File: src/rtl/axi_lite_pkg.sv
// Shared AXI4-Lite crossbar types: response codes, FSM state encodings, slave select.
package axi_lite_pkg;

  localparam logic [1:0] RESP_OKAY   = 2'b00;
  localparam logic [1:0] RESP_DECERR = 2'b11;

  typedef enum logic [1:0] {
    RD_IDLE,
    RD_WAIT,
    RD_ERR
  } rd_state_t;

  typedef enum logic [2:0] {
    WR_IDLE,
    WR_DATA,
    WR_RESP,
    WR_ERR_DATA,
    WR_ERR_RESP
  } wr_state_t;

  typedef enum logic [1:0] {
    SEL_S0   = 2'd0,
    SEL_S1   = 2'd1,
    SEL_S2   = 2'd2,
    SEL_NONE = 2'd3
  } sel_t;

endpackage

File: src/rtl/axi_lite_if.sv
// AXI4-Lite channel bundle; master drives requests, slave drives responses.
interface axi_lite_if;
  logic [31:0] awaddr;
  logic        awvalid;
  logic        awready;
  logic [31:0] wdata;
  logic [3:0]  wmask;
  logic        wvalid;
  logic        wready;
  logic [1:0]  bresp;
  logic        bvalid;
  logic        bready;
  logic [31:0] araddr;
  logic        arvalid;
  logic        arready;
  logic [31:0] rdata;
  logic [1:0]  rresp;
  logic        rvalid;
  logic        rready;

  modport master (
    output awaddr, awvalid, wdata, wmask, wvalid, bready, araddr, arvalid, rready,
    input  awready, wready, bresp, bvalid, arready, rdata, rresp, rvalid
  );

  modport slave (
    input  awaddr, awvalid, wdata, wmask, wvalid, bready, araddr, arvalid, rready,
    output awready, wready, bresp, bvalid, arready, rdata, rresp, rvalid
  );
endinterface

File: src/rtl/axi_lite_addr_decode.sv
// Address to slave-select decode; lower slave index wins on overlapping windows.
module axi_lite_addr_decode
  import axi_lite_pkg::*;
#(
  parameter logic [31:0] S0_BASE = 32'h8000_0000,
  parameter logic [31:0] S0_MASK = 32'hF800_0000,
  parameter logic [31:0] S1_BASE = 32'h1000_0000,
  parameter logic [31:0] S1_MASK = 32'hFFFF_F000,
  parameter logic [31:0] S2_BASE = 32'h0200_0000,
  parameter logic [31:0] S2_MASK = 32'hFFFF_0000
) (
  input  logic [31:0] i_addr,
  output sel_t        o_sel
);

  // Priority match against the three base/mask windows
  always_comb begin
    if ((i_addr & S0_MASK) == S0_BASE)      o_sel = SEL_S0;
    else if ((i_addr & S1_MASK) == S1_BASE) o_sel = SEL_S1;
    else if ((i_addr & S2_MASK) == S2_BASE) o_sel = SEL_S2;
    else                                    o_sel = SEL_NONE;
  end

endmodule

File: src/rtl/axi_lite_xbar_1x3.sv
// 1 master to 3 slave AXI4-Lite crossbar with local DECERR completion for unmapped addresses.
module axi_lite_xbar_1x3
  import axi_lite_pkg::*;
#(
  parameter logic [31:0] S0_BASE = 32'h8000_0000,
  parameter logic [31:0] S0_MASK = 32'hF800_0000,
  parameter logic [31:0] S1_BASE = 32'h1000_0000,
  parameter logic [31:0] S1_MASK = 32'hFFFF_F000,
  parameter logic [31:0] S2_BASE = 32'h0200_0000,
  parameter logic [31:0] S2_MASK = 32'hFFFF_0000
) (
  input logic         clk,
  input logic         reset,
  axi_lite_if.slave   m,
  axi_lite_if.master  s0,
  axi_lite_if.master  s1,
  axi_lite_if.master  s2
);

  rd_state_t r_rd_state;
  wr_state_t r_wr_state;
  sel_t      r_rd_sel;
  sel_t      r_wr_sel;
  sel_t      w_ar_sel;
  sel_t      w_aw_sel;

  // Slave inputs gathered into 4-entry arrays; entry 3 (SEL_NONE) reads as idle
  logic [3:0]  w_s_arready, w_s_rvalid, w_s_awready, w_s_wready, w_s_bvalid;
  logic [31:0] w_s_rdata [4];
  logic [1:0]  w_s_rresp [4];
  logic [1:0]  w_s_bresp [4];

  logic [2:0]  w_s_arvalid, w_s_rready, w_s_awvalid, w_s_wvalid, w_s_bready;
  logic        w_m_arready, w_m_rvalid, w_m_awready, w_m_wready, w_m_bvalid;
  logic [31:0] w_m_rdata;
  logic [1:0]  w_m_rresp, w_m_bresp;

  axi_lite_addr_decode #(
    .S0_BASE(S0_BASE), .S0_MASK(S0_MASK),
    .S1_BASE(S1_BASE), .S1_MASK(S1_MASK),
    .S2_BASE(S2_BASE), .S2_MASK(S2_MASK)
  ) u_ar_decode (
    .i_addr (m.araddr),
    .o_sel  (w_ar_sel)
  );

  axi_lite_addr_decode #(
    .S0_BASE(S0_BASE), .S0_MASK(S0_MASK),
    .S1_BASE(S1_BASE), .S1_MASK(S1_MASK),
    .S2_BASE(S2_BASE), .S2_MASK(S2_MASK)
  ) u_aw_decode (
    .i_addr (m.awaddr),
    .o_sel  (w_aw_sel)
  );

  assign w_s_arready = {1'b0, s2.arready, s1.arready, s0.arready};
  assign w_s_rvalid  = {1'b0, s2.rvalid,  s1.rvalid,  s0.rvalid};
  assign w_s_awready = {1'b0, s2.awready, s1.awready, s0.awready};
  assign w_s_wready  = {1'b0, s2.wready,  s1.wready,  s0.wready};
  assign w_s_bvalid  = {1'b0, s2.bvalid,  s1.bvalid,  s0.bvalid};
  assign w_s_rdata   = '{s0.rdata, s1.rdata, s2.rdata, 32'd0};
  assign w_s_rresp   = '{s0.rresp, s1.rresp, s2.rresp, 2'd0};
  assign w_s_bresp   = '{s0.bresp, s1.bresp, s2.bresp, 2'd0};

  assign m.arready = w_m_arready;
  assign m.rvalid  = w_m_rvalid;
  assign m.rdata   = w_m_rdata;
  assign m.rresp   = w_m_rresp;
  assign m.awready = w_m_awready;
  assign m.wready  = w_m_wready;
  assign m.bvalid  = w_m_bvalid;
  assign m.bresp   = w_m_bresp;

  assign s0.araddr = m.araddr;  assign s1.araddr = m.araddr;  assign s2.araddr = m.araddr;
  assign s0.awaddr = m.awaddr;  assign s1.awaddr = m.awaddr;  assign s2.awaddr = m.awaddr;
  assign s0.wdata  = m.wdata;   assign s1.wdata  = m.wdata;   assign s2.wdata  = m.wdata;
  assign s0.wmask  = m.wmask;   assign s1.wmask  = m.wmask;   assign s2.wmask  = m.wmask;
  assign s0.arvalid = w_s_arvalid[0]; assign s1.arvalid = w_s_arvalid[1]; assign s2.arvalid = w_s_arvalid[2];
  assign s0.rready  = w_s_rready[0];  assign s1.rready  = w_s_rready[1];  assign s2.rready  = w_s_rready[2];
  assign s0.awvalid = w_s_awvalid[0]; assign s1.awvalid = w_s_awvalid[1]; assign s2.awvalid = w_s_awvalid[2];
  assign s0.wvalid  = w_s_wvalid[0];  assign s1.wvalid  = w_s_wvalid[1];  assign s2.wvalid  = w_s_wvalid[2];
  assign s0.bready  = w_s_bready[0];  assign s1.bready  = w_s_bready[1];  assign s2.bready  = w_s_bready[2];

  // Read-path routing from the current read state; all handshakes squashed in reset
  always_comb begin
    w_s_arvalid = '0;
    w_s_rready  = '0;
    w_m_arready = 1'b0;
    w_m_rvalid  = 1'b0;
    w_m_rdata   = '0;
    w_m_rresp   = RESP_OKAY;
    case (r_rd_state)
      RD_IDLE: begin
        w_m_arready = (w_ar_sel == SEL_NONE) ? 1'b1 : w_s_arready[w_ar_sel];
        for (int unsigned k = 0; k < 3; k++)
          w_s_arvalid[k] = (w_ar_sel == 2'(k)) && m.arvalid;
      end
      RD_WAIT: begin
        w_m_rvalid = w_s_rvalid[r_rd_sel];
        w_m_rdata  = w_s_rdata[r_rd_sel];
        w_m_rresp  = w_s_rresp[r_rd_sel];
        for (int unsigned k = 0; k < 3; k++)
          w_s_rready[k] = (r_rd_sel == 2'(k)) && m.rready;
      end
      RD_ERR: begin
        w_m_rvalid = 1'b1;
        w_m_rresp  = RESP_DECERR;
      end
      default: ;
    endcase
    if (reset) begin
      w_s_arvalid = '0;
      w_s_rready  = '0;
      w_m_arready = 1'b0;
      w_m_rvalid  = 1'b0;
    end
  end

  // Write-path routing; W is held off in WR_IDLE so it can never overtake AW
  always_comb begin
    w_s_awvalid = '0;
    w_s_wvalid  = '0;
    w_s_bready  = '0;
    w_m_awready = 1'b0;
    w_m_wready  = 1'b0;
    w_m_bvalid  = 1'b0;
    w_m_bresp   = RESP_OKAY;
    case (r_wr_state)
      WR_IDLE: begin
        w_m_awready = (w_aw_sel == SEL_NONE) ? 1'b1 : w_s_awready[w_aw_sel];
        for (int unsigned k = 0; k < 3; k++)
          w_s_awvalid[k] = (w_aw_sel == 2'(k)) && m.awvalid;
      end
      WR_DATA: begin
        w_m_wready = w_s_wready[r_wr_sel];
        for (int unsigned k = 0; k < 3; k++)
          w_s_wvalid[k] = (r_wr_sel == 2'(k)) && m.wvalid;
      end
      WR_RESP: begin
        w_m_bvalid = w_s_bvalid[r_wr_sel];
        w_m_bresp  = w_s_bresp[r_wr_sel];
        for (int unsigned k = 0; k < 3; k++)
          w_s_bready[k] = (r_wr_sel == 2'(k)) && m.bready;
      end
      WR_ERR_DATA: w_m_wready = 1'b1;
      WR_ERR_RESP: begin
        w_m_bvalid = 1'b1;
        w_m_bresp  = RESP_DECERR;
      end
      default: ;
    endcase
    if (reset) begin
      w_s_awvalid = '0;
      w_s_wvalid  = '0;
      w_s_bready  = '0;
      w_m_awready = 1'b0;
      w_m_wready  = 1'b0;
      w_m_bvalid  = 1'b0;
    end
  end

  // Read FSM: latch target on AR handshake, release on R handshake
  always_ff @(posedge clk) begin
    if (reset) begin
      r_rd_state <= RD_IDLE;
      r_rd_sel   <= SEL_S0;
    end else begin
      case (r_rd_state)
        RD_IDLE:
          if (m.arvalid && w_m_arready) begin
            if (w_ar_sel == SEL_NONE) begin
              r_rd_state <= RD_ERR;
            end else begin
              r_rd_sel   <= w_ar_sel;
              r_rd_state <= RD_WAIT;
            end
          end
        RD_WAIT: if (w_m_rvalid && m.rready) r_rd_state <= RD_IDLE;
        RD_ERR:  if (m.rready)               r_rd_state <= RD_IDLE;
        default: r_rd_state <= RD_IDLE;
      endcase
    end
  end

  // Write FSM: AW, then W, then B, each routed to the latched target
  always_ff @(posedge clk) begin
    if (reset) begin
      r_wr_state <= WR_IDLE;
      r_wr_sel   <= SEL_S0;
    end else begin
      case (r_wr_state)
        WR_IDLE:
          if (m.awvalid && w_m_awready) begin
            if (w_aw_sel == SEL_NONE) begin
              r_wr_state <= WR_ERR_DATA;
            end else begin
              r_wr_sel   <= w_aw_sel;
              r_wr_state <= WR_DATA;
            end
          end
        WR_DATA:     if (m.wvalid && w_m_wready) r_wr_state <= WR_RESP;
        WR_RESP:     if (w_m_bvalid && m.bready) r_wr_state <= WR_IDLE;
        WR_ERR_DATA: if (m.wvalid)               r_wr_state <= WR_ERR_RESP;
        WR_ERR_RESP: if (m.bready)               r_wr_state <= WR_IDLE;
        default:     r_wr_state <= WR_IDLE;
      endcase
    end
  end

endmodule
File: src/flat_wrapper.sv
// flat-port wrapper written by rule: the top's interface ports become plain ports
module axi_lite_xbar_1x3_flat import axi_lite_pkg::*;
#(
  parameter logic [31:0] S0_BASE = 32'h8000_0000,
  parameter logic [31:0] S0_MASK = 32'hF800_0000,
  parameter logic [31:0] S1_BASE = 32'h1000_0000,
  parameter logic [31:0] S1_MASK = 32'hFFFF_F000,
  parameter logic [31:0] S2_BASE = 32'h0200_0000,
  parameter logic [31:0] S2_MASK = 32'hFFFF_0000
)
  (clk, reset, m_awaddr, m_awvalid, m_wdata, m_wmask, m_wvalid, m_bready, m_araddr, m_arvalid, m_rready, m_awready, m_wready, m_bresp, m_bvalid, m_arready, m_rdata, m_rresp, m_rvalid, s0_awaddr, s0_awvalid, s0_wdata, s0_wmask, s0_wvalid, s0_bready, s0_araddr, s0_arvalid, s0_rready, s0_awready, s0_wready, s0_bresp, s0_bvalid, s0_arready, s0_rdata, s0_rresp, s0_rvalid, s1_awaddr, s1_awvalid, s1_wdata, s1_wmask, s1_wvalid, s1_bready, s1_araddr, s1_arvalid, s1_rready, s1_awready, s1_wready, s1_bresp, s1_bvalid, s1_arready, s1_rdata, s1_rresp, s1_rvalid, s2_awaddr, s2_awvalid, s2_wdata, s2_wmask, s2_wvalid, s2_bready, s2_araddr, s2_arvalid, s2_rready, s2_awready, s2_wready, s2_bresp, s2_bvalid, s2_arready, s2_rdata, s2_rresp, s2_rvalid);
  axi_lite_if m_i ();
  axi_lite_if s0_i ();
  axi_lite_if s1_i ();
  axi_lite_if s2_i ();
  input logic clk;
  input logic reset;
  input wire logic [$bits(m_i.awaddr)-1:0] m_awaddr;
  input wire logic [$bits(m_i.awvalid)-1:0] m_awvalid;
  input wire logic [$bits(m_i.wdata)-1:0] m_wdata;
  input wire logic [$bits(m_i.wmask)-1:0] m_wmask;
  input wire logic [$bits(m_i.wvalid)-1:0] m_wvalid;
  input wire logic [$bits(m_i.bready)-1:0] m_bready;
  input wire logic [$bits(m_i.araddr)-1:0] m_araddr;
  input wire logic [$bits(m_i.arvalid)-1:0] m_arvalid;
  input wire logic [$bits(m_i.rready)-1:0] m_rready;
  output wire logic [$bits(m_i.awready)-1:0] m_awready;
  output wire logic [$bits(m_i.wready)-1:0] m_wready;
  output wire logic [$bits(m_i.bresp)-1:0] m_bresp;
  output wire logic [$bits(m_i.bvalid)-1:0] m_bvalid;
  output wire logic [$bits(m_i.arready)-1:0] m_arready;
  output wire logic [$bits(m_i.rdata)-1:0] m_rdata;
  output wire logic [$bits(m_i.rresp)-1:0] m_rresp;
  output wire logic [$bits(m_i.rvalid)-1:0] m_rvalid;
  output wire logic [$bits(s0_i.awaddr)-1:0] s0_awaddr;
  output wire logic [$bits(s0_i.awvalid)-1:0] s0_awvalid;
  output wire logic [$bits(s0_i.wdata)-1:0] s0_wdata;
  output wire logic [$bits(s0_i.wmask)-1:0] s0_wmask;
  output wire logic [$bits(s0_i.wvalid)-1:0] s0_wvalid;
  output wire logic [$bits(s0_i.bready)-1:0] s0_bready;
  output wire logic [$bits(s0_i.araddr)-1:0] s0_araddr;
  output wire logic [$bits(s0_i.arvalid)-1:0] s0_arvalid;
  output wire logic [$bits(s0_i.rready)-1:0] s0_rready;
  input wire logic [$bits(s0_i.awready)-1:0] s0_awready;
  input wire logic [$bits(s0_i.wready)-1:0] s0_wready;
  input wire logic [$bits(s0_i.bresp)-1:0] s0_bresp;
  input wire logic [$bits(s0_i.bvalid)-1:0] s0_bvalid;
  input wire logic [$bits(s0_i.arready)-1:0] s0_arready;
  input wire logic [$bits(s0_i.rdata)-1:0] s0_rdata;
  input wire logic [$bits(s0_i.rresp)-1:0] s0_rresp;
  input wire logic [$bits(s0_i.rvalid)-1:0] s0_rvalid;
  output wire logic [$bits(s1_i.awaddr)-1:0] s1_awaddr;
  output wire logic [$bits(s1_i.awvalid)-1:0] s1_awvalid;
  output wire logic [$bits(s1_i.wdata)-1:0] s1_wdata;
  output wire logic [$bits(s1_i.wmask)-1:0] s1_wmask;
  output wire logic [$bits(s1_i.wvalid)-1:0] s1_wvalid;
  output wire logic [$bits(s1_i.bready)-1:0] s1_bready;
  output wire logic [$bits(s1_i.araddr)-1:0] s1_araddr;
  output wire logic [$bits(s1_i.arvalid)-1:0] s1_arvalid;
  output wire logic [$bits(s1_i.rready)-1:0] s1_rready;
  input wire logic [$bits(s1_i.awready)-1:0] s1_awready;
  input wire logic [$bits(s1_i.wready)-1:0] s1_wready;
  input wire logic [$bits(s1_i.bresp)-1:0] s1_bresp;
  input wire logic [$bits(s1_i.bvalid)-1:0] s1_bvalid;
  input wire logic [$bits(s1_i.arready)-1:0] s1_arready;
  input wire logic [$bits(s1_i.rdata)-1:0] s1_rdata;
  input wire logic [$bits(s1_i.rresp)-1:0] s1_rresp;
  input wire logic [$bits(s1_i.rvalid)-1:0] s1_rvalid;
  output wire logic [$bits(s2_i.awaddr)-1:0] s2_awaddr;
  output wire logic [$bits(s2_i.awvalid)-1:0] s2_awvalid;
  output wire logic [$bits(s2_i.wdata)-1:0] s2_wdata;
  output wire logic [$bits(s2_i.wmask)-1:0] s2_wmask;
  output wire logic [$bits(s2_i.wvalid)-1:0] s2_wvalid;
  output wire logic [$bits(s2_i.bready)-1:0] s2_bready;
  output wire logic [$bits(s2_i.araddr)-1:0] s2_araddr;
  output wire logic [$bits(s2_i.arvalid)-1:0] s2_arvalid;
  output wire logic [$bits(s2_i.rready)-1:0] s2_rready;
  input wire logic [$bits(s2_i.awready)-1:0] s2_awready;
  input wire logic [$bits(s2_i.wready)-1:0] s2_wready;
  input wire logic [$bits(s2_i.bresp)-1:0] s2_bresp;
  input wire logic [$bits(s2_i.bvalid)-1:0] s2_bvalid;
  input wire logic [$bits(s2_i.arready)-1:0] s2_arready;
  input wire logic [$bits(s2_i.rdata)-1:0] s2_rdata;
  input wire logic [$bits(s2_i.rresp)-1:0] s2_rresp;
  input wire logic [$bits(s2_i.rvalid)-1:0] s2_rvalid;
  assign m_i.awaddr = m_awaddr;
  assign m_i.awvalid = m_awvalid;
  assign m_i.wdata = m_wdata;
  assign m_i.wmask = m_wmask;
  assign m_i.wvalid = m_wvalid;
  assign m_i.bready = m_bready;
  assign m_i.araddr = m_araddr;
  assign m_i.arvalid = m_arvalid;
  assign m_i.rready = m_rready;
  assign m_awready = m_i.awready;
  assign m_wready = m_i.wready;
  assign m_bresp = m_i.bresp;
  assign m_bvalid = m_i.bvalid;
  assign m_arready = m_i.arready;
  assign m_rdata = m_i.rdata;
  assign m_rresp = m_i.rresp;
  assign m_rvalid = m_i.rvalid;
  assign s0_awaddr = s0_i.awaddr;
  assign s0_awvalid = s0_i.awvalid;
  assign s0_wdata = s0_i.wdata;
  assign s0_wmask = s0_i.wmask;
  assign s0_wvalid = s0_i.wvalid;
  assign s0_bready = s0_i.bready;
  assign s0_araddr = s0_i.araddr;
  assign s0_arvalid = s0_i.arvalid;
  assign s0_rready = s0_i.rready;
  assign s0_i.awready = s0_awready;
  assign s0_i.wready = s0_wready;
  assign s0_i.bresp = s0_bresp;
  assign s0_i.bvalid = s0_bvalid;
  assign s0_i.arready = s0_arready;
  assign s0_i.rdata = s0_rdata;
  assign s0_i.rresp = s0_rresp;
  assign s0_i.rvalid = s0_rvalid;
  assign s1_awaddr = s1_i.awaddr;
  assign s1_awvalid = s1_i.awvalid;
  assign s1_wdata = s1_i.wdata;
  assign s1_wmask = s1_i.wmask;
  assign s1_wvalid = s1_i.wvalid;
  assign s1_bready = s1_i.bready;
  assign s1_araddr = s1_i.araddr;
  assign s1_arvalid = s1_i.arvalid;
  assign s1_rready = s1_i.rready;
  assign s1_i.awready = s1_awready;
  assign s1_i.wready = s1_wready;
  assign s1_i.bresp = s1_bresp;
  assign s1_i.bvalid = s1_bvalid;
  assign s1_i.arready = s1_arready;
  assign s1_i.rdata = s1_rdata;
  assign s1_i.rresp = s1_rresp;
  assign s1_i.rvalid = s1_rvalid;
  assign s2_awaddr = s2_i.awaddr;
  assign s2_awvalid = s2_i.awvalid;
  assign s2_wdata = s2_i.wdata;
  assign s2_wmask = s2_i.wmask;
  assign s2_wvalid = s2_i.wvalid;
  assign s2_bready = s2_i.bready;
  assign s2_araddr = s2_i.araddr;
  assign s2_arvalid = s2_i.arvalid;
  assign s2_rready = s2_i.rready;
  assign s2_i.awready = s2_awready;
  assign s2_i.wready = s2_wready;
  assign s2_i.bresp = s2_bresp;
  assign s2_i.bvalid = s2_bvalid;
  assign s2_i.arready = s2_arready;
  assign s2_i.rdata = s2_rdata;
  assign s2_i.rresp = s2_rresp;
  assign s2_i.rvalid = s2_rvalid;
  axi_lite_xbar_1x3 #(.S0_BASE(S0_BASE), .S0_MASK(S0_MASK), .S1_BASE(S1_BASE), .S1_MASK(S1_MASK), .S2_BASE(S2_BASE), .S2_MASK(S2_MASK)) u_core (.clk(clk), .reset(reset), .m(m_i), .s0(s0_i), .s1(s1_i), .s2(s2_i));
endmodule
File: config.mk
export PLATFORM = sky130hd
export DESIGN_NAME = axi_lite_xbar_1x3_flat
export DESIGN_NICKNAME = d
export VERILOG_FILES = /design/src/rtl/axi_lite_pkg.sv /design/src/rtl/axi_lite_if.sv /design/src/rtl/axi_lite_addr_decode.sv /design/src/rtl/axi_lite_xbar_1x3.sv /design/src/flat_wrapper.sv
export SDC_FILE = /design/constraint.sdc
export NUM_CORES = 1
export LEC_CHECK = 0
export CORE_AREA = 2 2 228 230
export CTS_CLUSTER_SIZE = 30
export DETAILED_ROUTE_END_ITERATION = 8
export DIE_AREA = 0 0 230 232
export PLACE_DENSITY = 0.47
export SETUP_SLACK_MARGIN = 0.15
export SLEW_MARGIN = 10
export SYNTH_ARGS = -nofsm -noshare
export SYNTH_HDL_FRONTEND = slang
export SYNTH_HIERARCHICAL = 1
export SYNTH_SLANG_ARGS = --single-unit
File: constraint.sdc
create_clock -name clk -period 2.24 [get_ports clk]
set_clock_uncertainty 0.15 [all_clocks]
set_input_delay 0.336 -clock clk [delete_from_list [all_inputs] [get_ports clk]]
set_output_delay 0.336 -clock clk [all_outputs]
set_load 0.01 [all_outputs]
==> metrics.md, run 1 <==
| Metric | Value |
|---|---|
| Final setup margin | `-0.220 ns` |
| Synth Flop Type | `dfxtp_1` |
| Final nets | `1018` |
| CTS Hold Bufs | `0` |
| Synthesized area per cell | `7.03 um2` |
| I/O pin count | `586` |
| Violations in the final reports | `setup timing` |
| Sw Share | `32.5%` |
| Req. time, crit path | `1.75 ns` |
| Critical Path Max Stage Delay | `0.30 ns` |
| Initial DRT Pass Iterations | `3` |
| R2R setup slack | `0.14 ns` |
| DRT met1 WL | `6400 um` |
| Clk sink count | `9` |
| Clock power share | `20.5%` |
| Clock latency at the later pin of the worst-skew pair | `0.23 ns` |
| Placed instance area | `7050 um2` |
| Final Slew Violations | `0` |
| Synth async-reset ratio | `0%` |
| CTS tree | `done` |
| Top layer in use | `met5` |
| Status | `finished, violations left` |
| Critical Path Fanout Max | `3` |
| Clock tree buffer depth | `2` |
| Post-synthesis sequential area ratio | `4.25%` |
| Vias in the first global route | `4738` |
| Post-route cell area | `8090 um2` |
| Unrepaired setup endpoints after global routing | `yes` |
| Seq pwr share | `10.7%` |
| Final Hold Fails | `0` |
| Slowest-stage cell, CP | `mux2_4` |
| # DRC | `0` |
| Port bufs | `345` |
| R2R Path Start | `u_core/r_rd_sel[0]$_SDFFE_PP0P_` |
| DIE HEIGHT | `232 um` |
| Syn nets | `836` |
| Area grow syn2layout | `90.8%` |
| Final cell count without fillers | `1464` |
| Hold Crit Depth | `1` |
| Hpwl dp | `16300 um` |
| Wirelength per Cell | `13.3 um` |
| Crit. End Element | `primary output` |
| DR vias/cell | `3.00` |
| Clock buffers created by TritonCTS | `3` |
| Syn Inst Count | `603` |
| Die area | `53400 um2` |
| Worst path cell trace | `buf_8 -> nor4_4 -> buf_4 -> and4_4 -> a31oi_4 -> mux2_4 -> o22a_1 -> and3_4 -> buf_6` |
| Clock tree root buffer cell | `clkbuf_16` |
| Htree depth | `1` |
| Antenna violations before repair | `2` |
| NetSw | `0.526 mW` |
| Pre-CTS WS | `-1.06 ns` |
| Met2 wire length | `9970 um` |
| Hold Crit Start | `u_core/r_wr_sel[1]$_SDFFE_PP0P_` |
| Tcrit/Tclk final | `110%` |
| Core ar. | `50900 um2` |
| Type of origin of the critical path | `primary input` |
| Pin count of the biggest net entering global routing | `28` |
| Setup tns final | `-0.929 ns` |
| Hold_ws | `0.411 ns` |
| Headroom to the max-slew limit | `78.0%` |
| Internal | `1.09 mW` |
| Share of post-route cells with drive strength above 1 | `43.9%` |
| Number of synthesized flops with an enable pin | `0` |
| Max-cap violation count | `0` |
| Worst setup path class | `in2out` |
| Global route overflow | `0` |
| DRT iter0 DRCs | `52` |
| VDD IR max | `0.000148 V` |
| Finished Core Util | `15.9%` |
| Met3 Wirelength | `1990 um` |
| Hold Crit Class | `reg2reg` |
| Hold Path End | `u_core/r_wr_sel[1]$_SDFFE_PP0P_` |
| FF-to-FF End | `u_core/r_rd_state[0]$_SDFFE_PP0P_` |
| Post-DRT Antenna Nets | `0` |
| Global-route wire length before repair | `27500 um` |
| DP Cell Count | `1408` |
| Placer Congestion | `0.770` |
| #FFs+latches synth | `9` |
| Max Clock Freq | `407 MHz` |
| Die Wd | `230 um` |
| WL final | `19500 um` |
| Yosys cell types | `48` |
| Reg clk slew, reported paths | `0.05 ns` |
| Site row count | `83` |
| Post-synth design cell area | `4240 um2` |
| Final Critical Period | `2.46 ns` |
| Worst slew pin tran | `0.329 ns` |
| Worst Reg-to-Reg Cells | `9` |
| Initial Utilization | `8.33%` |
| Setup violation total in the final timing report | `15` |
| Arrival time at the worst endpoint | `1.97 ns` |
| Logic pwr share | `68.7%` |
| Synth warn | `6` |
| Via count | `4389` |
| PwrDens | `200 nW/um2` |
| Gr usage total | `6.79%` |
| Pwr Total | `1.62 mW` |
| Ant. Diodes | `0` |
| Leakage Power | `3.15 nW` |
[layer usage]
layer  vias up  GRT usage (%)
met3        75           2.64
met4         4           4.05
met2       318           13.0
met1      1949           5.96
li1       2043              -
met5         -              0
[how the worst max path moves through the flow]
stage | slack, ns | to | from
global route | -0.27 | m_awready | m_awaddr[16]
CTS | -0.22 | m_awready | m_awaddr[16]
floorplan | 0.12 | m_awready | m_awaddr[22]
finish | -0.22 | m_awready | m_awaddr[16]
detailed placement | -1.06 | m_awready | m_awaddr[20]
global placement | -1.06 | m_awready | m_awaddr[20]
[flip-flops by register name, indices dropped and copies added (netlist names)]
signal	cells
u_core/r_wr_sel	2
u_core/r_rd_sel	2
u_core/r_wr_state	3
u_core/r_rd_state	2
[cell usage in the layout (no fill, tap or decap), types with 4 or more instances in the layout]
master,instances
mux2i_1,33
dfxtp_1,4
nand2_4,6
nor2b_1,4
nor3_2,5
dlygate4sd2_1,21
o21ai_1,25
buf_6,49
nor2_2,10
and3_4,4
clkdlybuf4s15_2,4
nand3_1,4
o21ai_2,10
nand2_2,21
a31oi_4,4
buf_2,58
buf_12,10
nor3_1,5
nor3b_2,4
nor2_1,9
and2_1,33
buf_8,6
clkdlybuf4s50_1,250
inv_1,5
buf_4,96
nand2_1,17
[synthesized netlist by cell type, types with 4 or more instances]
cell type  instances  area (um2)
a21oi_1            5        25.0
a31oi_1            7        43.8
and2_1            35         219
and3_1             4        25.0
buf_2              9        45.0
buf_4            301        2260
clkbuf_1          12        45.0
dfxtp_1            9         180
inv_1              5        18.8
mux2i_1           38         380
nand2_1           44         165
nand2b_1           5        31.3
nand3_1            8        40.0
nor2_1            20        75.1
nor2b_1            7        43.8
nor3_1            12        60.1
nor3b_1            4        30.0
nor4_1             4        25.0
o21ai_0            8        40.0
o21ai_1           29         145
[repair_timing]
item                                    4_1_cts  5_1_grt
buffers inserted                             35       15
endpoints found under the setup margin       65       57
gates resized for setup                     441       81
cloned                                        2        0
pin swaps                                    51       46
[critical path: cells and delay by family]
family,cells,cell delay (ns)
mux,1,0.30
simple gates,3,0.68
buf+inv,3,0.37
compound gates,2,0.30
[cell type report]
type                       instances  area [um2]
inverter                           7        26.3
fill                            5783       42800
tap                              680         851
timing repair buffer             499        4660
sequential                         9         191
clock buffer                       4        78.8
multi-input combinational        265        2280
[power groups by stage]
stage	Combinational (mW)	Sequential (mW)	Clock (mW)
after floorplan	0.730	0.175	0
final	1.11	0.173	0.332
after CTS	1.10	0.174	0.352
after global routing	1.18	0.174	0.360
after detailed placement	1.03	0.178	0
after global placement	1.03	0.178	0
[kinds of logic (layout without fill, tap and decap cells)]
logic type,after synthesis,count (layout),synth area share (%)
AND/OR/NAND/NOR,154,154,19.1
buffers and inverters,329,510,56.0
AO/OA/AOI/OAI,67,67,9.97
adder cells (fa/ha/maj),3,3,0.885
flip-flops,9,9,4.25
multiplexers,41,41,9.77
(Power assumes the default switching activity.)
==> inputs of run 2 (changes only) <==
--- a/config.mk
+++ b/config.mk
@@ -5,11 +5,11 @@
 export SDC_FILE = /design/constraint.sdc
 export NUM_CORES = 1
 export LEC_CHECK = 0
-export CORE_AREA = 2 2 228 230
+export CORE_AREA = 2 2 230 232
 export CTS_CLUSTER_SIZE = 30
 export DETAILED_ROUTE_END_ITERATION = 8
-export DIE_AREA = 0 0 230 232
-export PLACE_DENSITY = 0.47
+export DIE_AREA = 0 0 232 234
+export PLACE_DENSITY = 0.46
 export SETUP_SLACK_MARGIN = 0.15
 export SLEW_MARGIN = 10
 export SYNTH_ARGS = -nofsm -noshare
==> constraint.sdc (replaced) <==
create_clock -name clk -period 3.1 [get_ports clk]
set_clock_uncertainty 0.15 [all_clocks]
set_input_delay 0.465 -clock clk [delete_from_list [all_inputs] [get_ports clk]]
set_output_delay 0.465 -clock clk [all_outputs]
set_load 0.01 [all_outputs]
==> run 2 against run 1 <==
Net effect: the run now ends clean; wire length shrank 8.4%; worst hold slack worse by 0.045 ns; final cell count shrank 6.1%; combinational power fell by 38%; final area down 15%; setup slack gained 0.38 ns; sequential share of layout area increased by 0.27 points; register-to-register slack better by 1.1 ns; first-iteration DRC count is 17% higher; count of clock-buffer cells in the layout unchanged.
==> metrics.md, run 2 (synthesis gave the netlist of run 1 again) <==
| Metric | Value |
|---|---|
| DR vias/cell | `2.85` |
| Final Slew Violations | `0` |
| Global-route wire length before repair | `24300 um` |
| Status | `completed` |
| Most common cell after layout, fill and taps aside | `clkdlybuf4s50_1` |
| CP top delay family | `buffers and inverters` |
| Site row count | `84` |
| Final cell count without fillers | `1375` |
| Gr usage total | `5.98%` |
| Setup violation total in the final timing report | `0` |
| Final Critical Period | `2.94 ns` |
| Worst slew pin tran | `0.465 ns` |
| # DRC | `0` |
| Initial Utilization | `8.15%` |
| Buf+Inv Stages, Crit Path | `2` |
| VDD IR max | `0.0000959 V` |
| Tcrit/Tclk final | `94.9%` |
| DRT iter0 DRCs | `61` |
| Most frequent cells in the layout | `319 x clkdlybuf4s50_1, 56 x buf_4, 44 x nand2_1` |
| Max Clock Freq | `340 MHz` |
| DP Cell Count | `1370` |
| Placer Congestion | `0.748` |
| Die area | `54300 um2` |
| CTS Hold Bufs | `0` |
| I/O pin count | `586` |
| Req. time, crit path | `2.48 ns` |
| Via count | `3914` |
| Post-DRT Antenna Nets | `0` |
| Final nets | `921` |
| Vias in the first global route | `4073` |
| PwrDens | `156 nW/um2` |
| Unrepaired setup endpoints after global routing | `yes` |
| Leakage Power | `2.40 nW` |
| Initial DRT Pass Iterations | `5` |
| Pwr Total | `1.08 mW` |
| Pin count of the biggest net entering global routing | `38` |
| Max-cap violation count | `0` |
| Slowest-stage cell, CP | `clkdlybuf4s50_1` |
| Hold Crit Class | `reg2reg` |
| Headroom to the max-slew limit | `69.0%` |
| Type of origin of the critical path | `primary input` |
| Clock tree root buffer cell | `clkbuf_16` |
| Final Hold Fails | `0` |
| Area grow syn2layout | `62.3%` |
| Clock tree buffer depth | `2` |
| Wirelength per Cell | `13.0 um` |
| Clock latency at the later pin of the worst-skew pair | `0.24 ns` |
| Pre-CTS WS | `-0.514 ns` |
| Worst path cell trace | `clkdlybuf4s50_1 -> nor2_2 -> and3_1 -> a31oi_4 -> mux2_4 -> o22a_1 -> and3_4 -> buf_6` |
| Hpwl dp | `15600 um` |
| Critical Path Fanout Max | `2` |
| Arrival time at the worst endpoint | `2.33 ns` |
| Port bufs | `345` |
| Clock buffers created by TritonCTS | `3` |
| DIE HEIGHT | `234 um` |
| Critical Path Max Stage Delay | `0.54 ns` |
| Share of post-route cells with drive strength above 1 | `13.8%` |
| Die Wd | `232 um` |
| Htree depth | `1` |
| Worst setup path class | `in2out` |
| Crit. End Element | `primary output` |
| Antenna violations before repair | `0` |
| Clk sink count | `9` |
| CTS tree | `done` |
| Reg clk slew, reported paths | `0.04 ns` |
| WL final | `17900 um` |
| Ant. Diodes | `0` |
| Final setup margin | `0.159 ns` |
| Global route overflow | `0` |
| Largest Register | `u_core/r_wr_state` |
| Max reg flops | `3` |
| Core ar. | `52000 um2` |
run 2: cell count changes in the layout (fill, tap and decap cells not counted), moves of 9 or more:
| cell | previous run | this run |
|---|---|---|
| buf_12 | 10 | 1 |
| o21ai_2 | 10 | 0 |
| buf_4 | 96 | 56 |
| dlygate4sd2_1 | 21 | 9 |
| buf_6 | 49 | 1 |
| clkdlybuf4s50_1 | 250 | 319 |
| buf_2 | 58 | 2 |
| nand2_2 | 21 | 0 |
| dlymetal6s2s_1 | 0 | 13 |
| nand2_1 | 17 | 44 |
run 2: power by group:
group	internal, mW	switching [mW]
clock network	0.174	0.0740
registers	0.122	0.0145
logic	0.438	0.254
total	0.734	0.343
run 2: per-stage QoR:
step / util, % / TNS (ns) / hold WS [ns] / cell area, um2
2_1_floorplan: - / 0 / 0.346 / 4240
3_3_place_gp: 12.8 / -2.03 / 0.363 / 6640
3_5_place_dp: 12.8 / -1.96 / 0.367 / 6640
4_1_cts: 13.0 / 0 / 0.374 / 6760
5_1_grt: 13.2 / 0 / 0.406 / 6880
6_report: 13.2 / 0 / 0.366 / 6880
run 2: tightest hold or removal path, delay by kind of cell, from the launching register on:
kind,cells,cell delay [ns]
flip-flops,1,0.32
AND/OR/NAND/NOR,1,0.07
AO/OA/AOI/OAI,1,0.07
run 2: path summary, 6_finish.rpt:
check / startpoint / end / slack, ns / cells after the start
min reg2reg: u_core/r_rd_state[0]$_SDFFE_PP0P_ / u_core/r_rd_state[0]$_SDFFE_PP0P_ / 0.37 / 2
max reg2reg: u_core/r_rd_state[1]$_SDFFE_PP0P_ / u_core/r_rd_state[0]$_SDFFE_PP0P_ / 1.23 / 7
min: u_core/r_rd_state[0]$_SDFFE_PP0P_ / u_core/r_rd_state[0]$_SDFFE_PP0P_ / 0.37 / 2
max: m_awaddr[29] / m_awready / 0.16 / 8
run 2: repair_timing:
item	4_1_cts	5_1_grt
gates resized for setup	35	29
setup buffers	0	1
pin swaps	6	8
setup endpoints to repair	10	12
run 2: layer usage:
metal  wire (um)  GRT usage, %  up-vias  part of all wire [%]
met5           0             0        -                     0
met4         804          2.80        0                   4.5
met3        2100          2.72       53                    12
met2        8850          11.1      300                    49
met1        6140          5.60     1704                    34
li1            -             -     1857                     -
run 2: area by class of cell:
cell class                      instances  area [um2]
Timing Repair Buffer                  402        3910
Multi-Input combinational cell        265        1830
Fill cell                            6004       45100
Clock buffer                            4        78.8
Sequential cell                         9         181
Inverter                                7        26.3
Tap cell                              688         861
==> inputs of run 3 (changes only) <==
--- a/config.mk
+++ b/config.mk
@@ -5,13 +5,13 @@
 export SDC_FILE = /design/constraint.sdc
 export NUM_CORES = 1
 export LEC_CHECK = 0
-export CORE_AREA = 2 2 230 232
+export ABC_AREA = 1
+export CORE_AREA = 2 2 225 227
 export CTS_CLUSTER_SIZE = 30
 export DETAILED_ROUTE_END_ITERATION = 8
-export DIE_AREA = 0 0 232 234
-export PLACE_DENSITY = 0.46
+export DIE_AREA = 0 0 227 229
+export PLACE_DENSITY = 0.47
 export SETUP_SLACK_MARGIN = 0.15
-export SLEW_MARGIN = 10
 export SYNTH_ARGS = -nofsm -noshare
 export SYNTH_HDL_FRONTEND = slang
 export SYNTH_HIERARCHICAL = 1
==> run 3 against run 2 <==
Net effect: largest power group unchanged; global-route usage is 0.79 points higher; combinational power is 91% higher; power is 61% higher; synthesized cell count is 27% higher; sequential share of layout area hardly changed.
==> metrics.md, run 3 <==
| Metric | Value |
|---|---|
| Largest Register | `u_core/r_wr_state` |
| Number of synthesized flops with an enable pin | `0` |
| Clock buffers created by TritonCTS | `3` |
| Max-cap violation count | `0` |
| Site row count | `82` |
| CP top delay family | `buffers and inverters` |
| CP dominant cell by count | `nand3_1` |
| Antenna violations before repair | `1` |
| Slowest-stage cell, CP | `clkdlybuf4s50_1` |
| Sequential Area | `181 um2` |
| Hold Crit Depth | `2` |
| Max reg flops | `3` |
| Status | `completed` |
| Syn Inst Count | `764` |
| Hold Crit Start | `u_core/r_rd_state[1]$_SDFFE_PP0P_` |
| Area grow syn2layout | `54.9%` |
| FF-to-FF End | `u_core/r_rd_state[0]$_SDFFE_PP0P_` |
| Sw Share | `41.9%` |
| Max Clock Freq | `356 MHz` |
| Die area | `52000 um2` |
| Arrival time at the worst endpoint | `2.20 ns` |
| Clock tree buffer depth | `2` |
| Clk sink count | `9` |
| CTS Hold Bufs | `0` |
| Fill count | `5780` |
| DRT iter0 DRCs | `143` |
| Critical Path Fanout Max | `23` |
| Yosys cell types | `28` |
| Share of post-route cells with drive strength above 1 | `10.7%` |
| PwrDens | `250 nW/um2` |
| Port bufs | `345` |
| Die Wd | `227 um` |
| Core ar. | `49700 um2` |
| Global route overflow | `0` |
| # DRC | `0` |
| Req. time, crit path | `2.48 ns` |
| Logic pwr share | `76.1%` |
| Post-synth top area share | `51.1%` |
| Post-DRT Antenna Nets | `0` |
| Ant. Diodes | `0` |
| Pwr Total | `1.73 mW` |
| Setup violation total in the final timing report | `0` |
| Count leader, synth | `buf_4` |
| Synth warn | `6` |
| Reg clk slew, reported paths | `0.04 ns` |
| Final Slew Violations | `0` |
| Pin count of the biggest net entering global routing | `35` |
| Final Critical Period | `2.81 ns` |
| Headroom to the max-slew limit | `76.7%` |
| Multi-input gate area | `1660 um2` |
| Most frequent cells in the layout | `335 x clkdlybuf4s50_1, 166 x nand2_1, 87 x nand3_1` |
| Leakage Power | `2.89 nW` |
| Worst setup path class | `reg2out` |
| Hold_ws | `0.373 ns` |
| Final nets | `1079` |
| Critical Path Max Stage Delay | `0.57 ns` |
| Post-synthesis sequential area ratio | `4.04%` |
| Clock latency at the later pin of the worst-skew pair | `0.24 ns` |
| DIE HEIGHT | `229 um` |
| Initial DRT Pass Iterations | `4` |
| WL final | `19300 um` |
| Worst slew pin tran | `0.349 ns` |
| Unrepaired setup endpoints after global routing | `no` |
| Gr usage total | `6.77%` |
| Via count | `4534` |
| Clock tree root buffer cell | `clkbuf_16` |
| Worst Reg-to-Reg Cells | `11` |
| R2R setup slack | `1.31 ns` |
| Htree depth | `1` |
| Global-route wire length before repair | `26600 um` |
| I/O pin count | `586` |
| Hpwl dp | `16700 um` |
| Ranking of synthesized cells by area | `buf_4 51%, nand2_1 14%, nand3_1 9.9%` |
| CTS tree | `done` |
| #FFs+latches synth | `9` |
| Yosys top cell by area | `buf_4` |
| Initial Utilization | `8.99%` |
| Buf+Inv Stages, Crit Path | `2` |
| Syn nets | `997` |
| Synthesized area per cell | `5.84 um2` |
| R2R Path Start | `u_core/r_rd_sel[1]$_SDFFE_PP0P_` |
| Internal | `1.00 mW` |
| Synth Flop Type | `dfxtp_1` |
| VDD IR max | `0.000105 V` |
| Setup tns final | `0 ns` |
| Type of origin of the critical path | `flop` |
| Most common cell after layout, fill and taps aside | `clkdlybuf4s50_1` |
| Final Hold Fails | `0` |
| Crit. End Element | `primary output` |
| Worst path cell trace | `buf_4 -> nand3_1 -> nand3_1 -> nand2_1 -> a21oi_1 -> clkdlybuf4s50_1` |
| Synth async-reset ratio | `0%` |
| Post-synth design cell area | `4460 um2` |
| Critical path depth | `6` |
| Hold Path End | `u_core/r_rd_state[1]$_SDFFE_PP0P_` |
| DR vias/cell | `2.99` |
| Vias in the first global route | `4610` |
| Clock power share | `13.8%` |
| Seq pwr share | `10.1%` |
| NetSw | `0.724 mW` |
| Wirelength per Cell | `12.7 um` |
| Tcrit/Tclk final | `90.7%` |
| Top cells by count, synth | `304 x buf_4, 166 x nand2_1, 88 x nand3_1, 61 x inv_1, 50 x nor2_1` |
| Placer Congestion | `0.819` |
| Hold Crit Class | `reg2reg` |
## run 3: cell families after synthesis
family	count (synthesis)	share of synthesized area [%]
compound gates	19	2.41
fa+ha+maj	3	0.841
simple gates	339	33.7
flops	9	4.04
buf+inv	394	59.0
## run 3: worst register-to-register path, delay by kind of cell (launching register included)
kind          cells  cell delay [ns]
buf+inv           1             0.19
flops             1             0.47
simple gates     10             0.87
## run 3: routing by layer
metal  vias up  GRT usage (%)  share of wire (%)
met1      1941           6.97                 36
met5         -           1.14               0.42
met4         4           4.43                5.8
met2       300           11.4                 46
li1       2209              -                  -
met3        80           2.42                 12
## run 3: what timing repair did
item | 4_1_cts | 5_1_grt
setup buffers | 3 | 0
endpoints found under the setup margin | 9 | 7
pin swaps | 1 | 0
resized for setup | 9 | 11
## run 3: power groups by stage
stage | sequential, mW | clock (mW) | combinational [mW]
after CTS | 0.173 | 0.251 | 1.35
final | 0.174 | 0.239 | 1.32
after global placement | 0.175 | 0 | 1.34
after global routing | 0.177 | 0.253 | 1.45
after floorplan | 0.167 | 0 | 0.901
after detailed placement | 0.175 | 0 | 1.34
## run 3: cell type report
| cell class | instances | area share, % |
|---|---|---|
| well taps | 672 | 12.2 |
| multi-input cells | 361 | 24.0 |
| repair buffers | 399 | 56.2 |
| inverters | 72 | 3.91 |
| flip-flops and latches | 9 | 2.63 |
| clock buffers | 4 | 1.14 |
## run 3: worst max-delay path by stage
| stage | start | end | slack (ns) |
|---|---|---|---|
| after floorplan | m_awaddr[29] | m_awready | 0.74 |
| after global placement | m_awaddr[24] | m_awready | -0.07 |
| after detailed placement | m_awaddr[27] | m_awready | -0.05 |
| after CTS | u_core/r_rd_sel[1]$_SDFFE_PP0P_ | m_rresp[0] | 0.16 |
| after global routing | u_core/r_rd_sel[1]$_SDFFE_PP0P_ | m_rdata[29] | 0.17 |
| final | u_core/r_rd_sel[0]$_SDFFE_PP0P_ | m_rresp[0] | 0.29 |
## run 3: through the flow
| stage | utilization [%] | instances | setup slack, ns | cell area [um2] |
|---|---|---|---|---|
| 5_1_grt | 13.9 | 1517 | 0.170 | 6910 |
| 6_report | 13.9 | 1517 | 0.290 | 6910 |
| 3_5_place_dp | 13.7 | 1510 | -0.0540 | 6800 |
| 4_1_cts | 13.9 | 1517 | 0.160 | 6910 |
| 2_1_floorplan | - | 764 | 0.736 | 4460 |
| 3_3_place_gp | 13.7 | 1510 | -0.0719 | 6800 |
